--- src/rtl/csr_pkg.sv ---
// Shared definitions for the machine-mode CSR counter block: CSR addresses,
// the read-modify-write op encoding and the counter-inhibit bit layout.
package csr_pkg;

  localparam logic [11:0] CSR_MISA          = 12'h301;
  localparam logic [11:0] CSR_MVENDORID     = 12'hF11;
  localparam logic [11:0] CSR_MARCHID       = 12'hF12;
  localparam logic [11:0] CSR_MCOUNTINHIBIT = 12'h320;
  localparam logic [11:0] CSR_CNT_BASE      = 12'hB00;
  localparam logic [11:0] CSR_CNTH_BASE     = 12'hB80;

  typedef enum logic [1:0] {
    CSR_READ = 2'b00,
    CSR_RW   = 2'b01,
    CSR_RS   = 2'b10,
    CSR_RC   = 2'b11
  } csr_op_t;

  localparam int INH_CY       = 0;
  localparam int INH_IR       = 2;
  localparam int INH_HPM_BASE = 3;
  localparam int CNT_SLOTS    = 32;

  // Slots that hold a real counter; the same bits are the writable inhibit bits.
  function automatic logic [CNT_SLOTS-1:0] cnt_map(input int num_hpm);
    logic [CNT_SLOTS-1:0] map;
    map = '0;
    map[INH_CY] = 1'b1;
    map[INH_IR] = 1'b1;
    for (int i = 0; i < num_hpm; i++) begin
      map[INH_HPM_BASE + i] = 1'b1;
    end
    return map;
  endfunction

endpackage

--- src/rtl/csr_counters_if.sv ---
// CSR request/response bus between the execute stage and the CSR counter block.
interface csr_counters_if #(
  parameter int XLEN = 32
);

  logic            req_valid;
  logic [1:0]      req_op;
  logic [11:0]     req_addr;
  logic [XLEN-1:0] req_wdata;
  logic [XLEN-1:0] rdata;
  logic            illegal;

  modport master (
    output req_valid, req_op, req_addr, req_wdata,
    input  rdata, illegal
  );

  modport slave (
    input  req_valid, req_op, req_addr, req_wdata,
    output rdata, illegal
  );

endinterface

--- src/rtl/csr_counter.sv ---
// One CNT_WIDTH-bit performance counter; a write to either half replaces that
// half only and suppresses the increment for that cycle.
module csr_counter #(
  parameter int XLEN      = 32,
  parameter int CNT_WIDTH = 64
) (
  input  logic                 clock,
  input  logic                 reset,
  input  logic                 inc,
  input  logic                 inhibit,
  input  logic                 wen_lo,
  input  logic                 wen_hi,
  input  logic [XLEN-1:0]      wdata,
  output logic [CNT_WIDTH-1:0] value
);

  localparam int HI_W = CNT_WIDTH - XLEN;

  logic [CNT_WIDTH-1:0] value_r;
  logic [CNT_WIDTH-1:0] next_s;

  // Next value: half-write beats increment, no carry across halves on a write.
  always_comb begin
    next_s = value_r;
    if (wen_lo) begin
      next_s[XLEN-1:0] = wdata;
    end else if (wen_hi) begin
      next_s[CNT_WIDTH-1:XLEN] = wdata[HI_W-1:0];
    end else if (inc && !inhibit) begin
      next_s = value_r + {{(CNT_WIDTH-1){1'b0}}, 1'b1};
    end else begin
      next_s = value_r;
    end
  end

  // Counter state register.
  always_ff @(posedge clock or posedge reset) begin
    if (reset) begin
      value_r <= '0;
    end else begin
      value_r <= next_s;
    end
  end

  assign value = value_r;

endmodule

--- src/rtl/csr_counters.sv ---
// Machine-mode CSR block: ID constants, mcountinhibit and a bank of
// mcycle/minstret/mhpmcounter counters behind an atomic RMW CSR port.
module csr_counters
  import csr_pkg::*;
#(
  parameter int              XLEN          = 32,
  parameter int              CNT_WIDTH     = 64,
  parameter int              NUM_HPM       = 4,
  parameter logic [XLEN-1:0] MISA_VAL      = 32'h4000_0010,
  parameter logic [XLEN-1:0] MVENDORID_VAL = 32'h6265_6B61,
  parameter logic [XLEN-1:0] MARCHID_VAL   = 32'h0531_8008
) (
  input  logic               clock,
  input  logic               reset,
  csr_counters_if.slave      bus,
  input  logic               inst_retired,
  input  logic [NUM_HPM-1:0] hpm_event
);

  localparam logic [CNT_SLOTS-1:0] CNT_MAP      = cnt_map(NUM_HPM);
  localparam logic [XLEN-1:0]      INHIBIT_MASK = XLEN'(CNT_MAP);

  logic [CNT_WIDTH-1:0] cnt_value_s [CNT_SLOTS];
  logic [XLEN-1:0]      mcountinhibit_r;
  csr_op_t              op_s;
  logic                 is_lo_s;
  logic                 is_hi_s;
  logic [4:0]           idx_s;
  logic                 hit_s;
  logic [XLEN-1:0]      old_s;
  logic [XLEN-1:0]      new_s;
  logic                 wr_attempt_s;
  logic                 illegal_s;
  logic                 wen_s;

  assign op_s    = csr_op_t'(bus.req_op);
  assign is_lo_s = (bus.req_addr[11:5] == CSR_CNT_BASE[11:5]);
  assign is_hi_s = (bus.req_addr[11:5] == CSR_CNTH_BASE[11:5]);
  assign idx_s   = bus.req_addr[4:0];

  // Address decode and pre-write read value.
  always_comb begin
    hit_s = 1'b0;
    old_s = '0;
    case (bus.req_addr)
      CSR_MISA: begin
        hit_s = 1'b1;
        old_s = MISA_VAL;
      end
      CSR_MVENDORID: begin
        hit_s = 1'b1;
        old_s = MVENDORID_VAL;
      end
      CSR_MARCHID: begin
        hit_s = 1'b1;
        old_s = MARCHID_VAL;
      end
      CSR_MCOUNTINHIBIT: begin
        hit_s = 1'b1;
        old_s = mcountinhibit_r;
      end
      default: begin
        if ((is_lo_s || is_hi_s) && CNT_MAP[idx_s]) begin
          hit_s = 1'b1;
          if (is_hi_s) begin
            old_s[CNT_WIDTH-XLEN-1:0] = cnt_value_s[idx_s][CNT_WIDTH-1:XLEN];
          end else begin
            old_s = cnt_value_s[idx_s][XLEN-1:0];
          end
        end else begin
          hit_s = 1'b0;
          old_s = '0;
        end
      end
    endcase
  end

  // Op merge, fault detection and response drive.
  always_comb begin
    wr_attempt_s = (op_s == CSR_RW) ||
                   (((op_s == CSR_RS) || (op_s == CSR_RC)) && (|bus.req_wdata));
    case (op_s)
      CSR_RW:  new_s = bus.req_wdata;
      CSR_RS:  new_s = old_s | bus.req_wdata;
      CSR_RC:  new_s = old_s & ~bus.req_wdata;
      default: new_s = old_s;
    endcase
    illegal_s = bus.req_valid &&
                (!hit_s || (wr_attempt_s && (bus.req_addr[11:10] == 2'b11)));
    wen_s     = bus.req_valid && !illegal_s && wr_attempt_s;
    if (bus.req_valid) begin
      bus.rdata = old_s;
    end else begin
      bus.rdata = '0;
    end
    bus.illegal = illegal_s;
  end

  // Counter-inhibit register; unimplemented bits never stick.
  always_ff @(posedge clock or posedge reset) begin
    if (reset) begin
      mcountinhibit_r <= '0;
    end else if (wen_s && (bus.req_addr == CSR_MCOUNTINHIBIT)) begin
      mcountinhibit_r <= new_s & INHIBIT_MASK;
    end else begin
      mcountinhibit_r <= mcountinhibit_r;
    end
  end

  for (genvar n = 0; n < CNT_SLOTS; n++) begin : g_cnt
    if (CNT_MAP[n]) begin : g_on
      logic inc_s;
      if (n == INH_CY) begin : g_cy
        assign inc_s = 1'b1;
      end else if (n == INH_IR) begin : g_ir
        assign inc_s = inst_retired;
      end else begin : g_hpm
        assign inc_s = hpm_event[n-INH_HPM_BASE];
      end

      csr_counter #(
        .XLEN      (XLEN),
        .CNT_WIDTH (CNT_WIDTH)
      ) u_cnt (
        .clock   (clock),
        .reset   (reset),
        .inc     (inc_s),
        .inhibit (mcountinhibit_r[n]),
        .wen_lo  (wen_s && is_lo_s && (idx_s == 5'(n))),
        .wen_hi  (wen_s && is_hi_s && (idx_s == 5'(n))),
        .wdata   (new_s),
        .value   (cnt_value_s[n])
      );
    end else begin : g_off
      assign cnt_value_s[n] = '0;
    end
  end

endmodule

--- src/flat_wrapper.sv ---
// flat-port wrapper written by rule: the top's interface ports become plain ports
module csr_counters_flat import csr_pkg::*;
#(
  parameter int              XLEN          = 32,
  parameter int              CNT_WIDTH     = 64,
  parameter int              NUM_HPM       = 4,
  parameter logic [XLEN-1:0] MISA_VAL      = 32'h4000_0010,
  parameter logic [XLEN-1:0] MVENDORID_VAL = 32'h6265_6B61,
  parameter logic [XLEN-1:0] MARCHID_VAL   = 32'h0531_8008
)
  (clock, reset, inst_retired, hpm_event, bus_req_valid, bus_req_op, bus_req_addr, bus_req_wdata, bus_rdata, bus_illegal);
  csr_counters_if #(.XLEN(XLEN)) bus_i ();
  input  logic clock;
  input  logic reset;
  input  logic inst_retired;
  input  logic [NUM_HPM-1:0] hpm_event;
  input wire logic [$bits(bus_i.req_valid)-1:0] bus_req_valid;
  input wire logic [$bits(bus_i.req_op)-1:0] bus_req_op;
  input wire logic [$bits(bus_i.req_addr)-1:0] bus_req_addr;
  input wire logic [$bits(bus_i.req_wdata)-1:0] bus_req_wdata;
  output wire logic [$bits(bus_i.rdata)-1:0] bus_rdata;
  output wire logic [$bits(bus_i.illegal)-1:0] bus_illegal;
  assign bus_i.req_valid = bus_req_valid;
  assign bus_i.req_op = bus_req_op;
  assign bus_i.req_addr = bus_req_addr;
  assign bus_i.req_wdata = bus_req_wdata;
  assign bus_rdata = bus_i.rdata;
  assign bus_illegal = bus_i.illegal;
  csr_counters #(.XLEN(XLEN), .CNT_WIDTH(CNT_WIDTH), .NUM_HPM(NUM_HPM), .MISA_VAL(MISA_VAL), .MVENDORID_VAL(MVENDORID_VAL), .MARCHID_VAL(MARCHID_VAL)) u_core (.clock(clock), .reset(reset), .bus(bus_i), .inst_retired(inst_retired), .hpm_event(hpm_event));
endmodule
--- config.mk ---
export PLATFORM = sky130hd
export DESIGN_NAME = csr_counters_flat
export DESIGN_NICKNAME = d
export VERILOG_FILES = /design/src/rtl/csr_pkg.sv /design/src/rtl/csr_counters_if.sv /design/src/rtl/csr_counter.sv /design/src/rtl/csr_counters.sv /design/src/flat_wrapper.sv
export SDC_FILE = /design/constraint.sdc
export NUM_CORES = 2
export LEC_CHECK = 0
export BUFFER_PORTS_ARGS = -buffer_cell sky130_fd_sc_hd__buf_2
export CAP_MARGIN = 10
export CORE_MARGIN = 2
export CORE_UTILIZATION = 47
export DETAILED_ROUTE_END_ITERATION = 10
export PLACE_DENSITY = 0.71
export SLEW_MARGIN = 10
export SYNTH_ARGS = -nofsm -noshare
export SYNTH_HDL_FRONTEND = slang
export SYNTH_SLANG_ARGS = --single-unit
--- constraint.sdc ---
create_clock -name clock -period 21.5 [get_ports clock]
set_clock_uncertainty 0.1 [all_clocks]
set_input_delay 5.375 -clock clock [delete_from_list [all_inputs] [get_ports clock]]
set_output_delay 5.375 -clock clock [all_outputs]
set_load 0.01 [all_outputs]
==> summary.md <==
| Metric | Value |
|---|---|
| GRT met1 Usage | 57.0% |
| DR WL/cell | 31.1 microns |
| IO Pins | 87 |
| Complex-gate fraction of the synthesized area | 21.6% |
| Critical Path Fanout Max | 68 |
| Slew Limit Fails | 0 |
| Crit path arrival time | 9190 ps |
| Yosys synthesis warning count | 0 |
| Grt met3 use | 18.3% |
| Residual DRC | 0 |
| Chip width | 249 microns |
| Async S/R FF share, synth | 100% |
| Post-synth EDFFs | 0 |
| Pre-CTS setup slack | 7040 ps |
| Least-Margin Pin Slew | 1430 ps |
| Hold Path Sink | u_core.g_cnt[5].g_on.u_cnt.value[37]$_DFFE_PP0P_ |
| Gr busiest metal | met1 |
| Main combinational cell family by area after synthesis | simple AND/OR/NAND/NOR gates |
| Resized cells post-CTS | 0 |
| Reg2Reg Depth | 8 |
| Leakage | 0.0125 uW |
| Most frequent cells in the layout | nand2_1, dfrtp_1, o21ai_0, nor2_1, a21oi_1 |
| Hold_sp | u_core.g_cnt[5].g_on.u_cnt.value[37]$_DFFE_PP0P_ |
| Tightest Hold Check Type | reg -> reg |
| Met2 usage | 55.3% |
| Die area | 0.0621 sq mm |
| # hold bufs at CTS | 0 |
| DR iter-0 viols | 5,221 |
| Largest net degree at the start of global routing | 149 |
| Clk slew on worst S/H paths | 60 ps |
| Crit path required time | 16,020 ps |
| Peak supply drop | 65.8 uV |
| Area Overhead vs Synth | 10.0% |
| Number of library cell types mapped by synthesis | 83 |
| Total GRT Usage | 42.3% |
| Fmax | 68.2 MHz |
| Cell area power density | 60.7 mW/mm^2 |
| Final non-filler cell total | 4,327 |
| Setup crit start kind | primary input |
| Primary FF master, synth | dfrtp_1 |
| Antenna violations before repair | 12 |
| FP Rows | 89 |
| Xor/xnor cell area share of the yosys netlist | 7.25% |
| ANT nets after route | 0 |
| Cells after synthesis | 3,538 |
| Routed wire length | 134 mm |
| RR Startpoint | u_core.g_cnt[4].g_on.u_cnt.value[8]$_DFFE_PP0P_ |
| HPWL after DPL | 95.8 mm |
| WHS Path Cells | 1 |
| Adder-cell share of the synthesized area | 0.266% |
| Post-Synthesis Mean Instance Area | 7.99 sq um |
| Flop2flop setup slack | 17,550 ps |
| Total gr overflow | 0 |
| PortBufs | 86 |
| Worst-Skew Late Latency | 610 ps |
| Die height | 249 microns |
| CTS max path bufs | 3 |
| Vias after detailed routing | 30,500 |
| Area after DPL | 0.0297 sq mm |
| CTS Sinks | 390 |
| Final setup violation count | 0 |
| Layout Nets | 3,574 |
| Vias/cell | 7.06 |
| Hold Vio Cnt, Final | 0 |
| Initial Util | 47.7% |
| Most common cell after layout, fill and taps aside | nand2_1 |
| Run status | finished, final reports clean |
| Number of buffers created by CTS | 46 |
| Share of layout cells above drive strength 1 | 9.75% |
| Mapped Area | 0.0283 sq mm |
| Crit path kind | in -> out |
| Fin crit share | 68.2% |
| Reg2Reg Capture Point | u_core.g_cnt[4].g_on.u_cnt.value[58]$_DFFE_PP0P_ |
| Yosys reg bits | 390 |
| Core box area | 0.0592 sq mm |
| Clock root buffer | clkbuf_16 |
| Worst Setup End Kind | primary output |
| PnR worst setup slack | 6830 ps |
| Vias in the first global route | 27,300 |
| Slew margin rel. | 4.55% |
| RSZ-0062 raised after global routing | no |
| WHS | 412 ps |
| Routability cong. | 1.07 |
| Post-synthesis sequential area ratio | 34.5% |
| DR pass1 iterations | 6 |
| CTS tree | built |
| Setup tns final | 0 ps |
| Post-Syn Nets | 3,598 |
| DP Cell Count | 4,239 |
| Htree depth | 2 |
| Synth Area in Simple Gates | 25.6% |
| Max_cap viols | 0 |
| Final instance area | 0.0311 sq mm |
| Min Clock Period, post-route | 14,670 ps |
| Mux share of post-synthesis cell area | 6.44% |
| Post-CTS setup repair buffer count | 0 |
| Wire length of the first global-routing pass | 194 mm |
## power by group
part / internal, uW / switching (uW) / leakage [uW] / total (uW)
Clock: 438 / 341 / 0.000713 / 779
Sequential: 766 / 67.6 / 0.00510 / 833
Combinational: 82.7 / 195 / 0.00670 / 278
Total: 1290 / 603 / 0.0125 / 1890
## synth_stat cells (11+ instances only)
cell type,instances,area [sq um]
a211oi_1,30,225
a21o_1,14,105
a21oi_1,224,1120
a221oi_1,22,193
a22oi_1,58,435
a31oi_1,26,163
and2_1,27,169
and3_1,77,482
and4_1,36,315
buf_1,12,45.0
buf_2,50,250
clkbuf_1,194,728
dfrtp_1,390,9760
inv_1,50,188
mux2_2,22,248
mux2i_1,148,1480
nand2_1,479,1800
nand2b_1,17,106
nand3_1,184,921
nand4_1,112,701
nand4b_1,11,96.3
nor2_1,242,908
nor2b_1,18,113
nor3_1,101,505
nor4_1,56,350
o211ai_1,36,270
o21ai_0,335,1680
o22ai_1,14,87.6
o2bb2ai_1,71,622
o31ai_1,12,90.1
or3_1,32,200
or4_1,17,128
xnor2_1,117,1020
xor2_1,117,1020
## cells by family (layout without fill, tap and decap cells)
group,count (synthesis),count (layout)
other,0,7
multiplexers,174,174
buffers and inverters,307,316
AND/OR/NAND/NOR,1463,1463
adder cells (fa/ha/maj),6,6
flip-flops,390,390
XOR/XNOR,234,234
AO/OA/AOI/OAI,964,964
## worst max-delay path by stage
stage | startpoint | end | slack, ps
floorplan | reset | u_core.g_cnt[0].g_on.u_cnt.value[0]$_DFFE_PP0P_ | 5180
global placement | bus_req_addr[0] | bus_rdata[27] | 7110
detailed placement | bus_req_addr[0] | bus_rdata[27] | 7040
CTS | bus_req_addr[0] | bus_rdata[27] | 7020
global route | bus_req_addr[0] | bus_rdata[27] | 6740
finish | bus_req_addr[0] | bus_rdata[27] | 6830
## routing by layer
metal	part of all wire [%]	routed length (microns)
met4	7.1	9590
met1	38	51100
met3	17	22900
met5	0.045	60
met2	38	50800
## final cells by class
class	count	area (sq um)
multi-input cells	2841	17500
clock buffers	71	1380
inverters	50	195
fillers	5658	28100
repair buffers	185	1190
clock inverters	10	53.8
well taps	773	967
flip-flops and latches	390	9760
diodes	7	17.5
## registers in the layout, summed over array words and instances, names as in the netlist
signal / flops
u_core.g_cnt.g_on.u_cnt.value: 384
u_core.mcountinhibit_r: 6
## critical path: stages
cell	delay (ps)
buf_4	460
buf_4	730
nor2b_4	610
buf_4	500
a22oi_1	190
mux4_2	510
nor3_1	490
buf_2	230
## metrics by stage
stage,total power (uW),util [%]
floorplan,967,-
global placement,1100,50.1
detailed placement,1100,50.1
CTS,1870,52.5
global route,1930,52.5
finish,1890,52.5
Power figures use the tool's default switching activity.
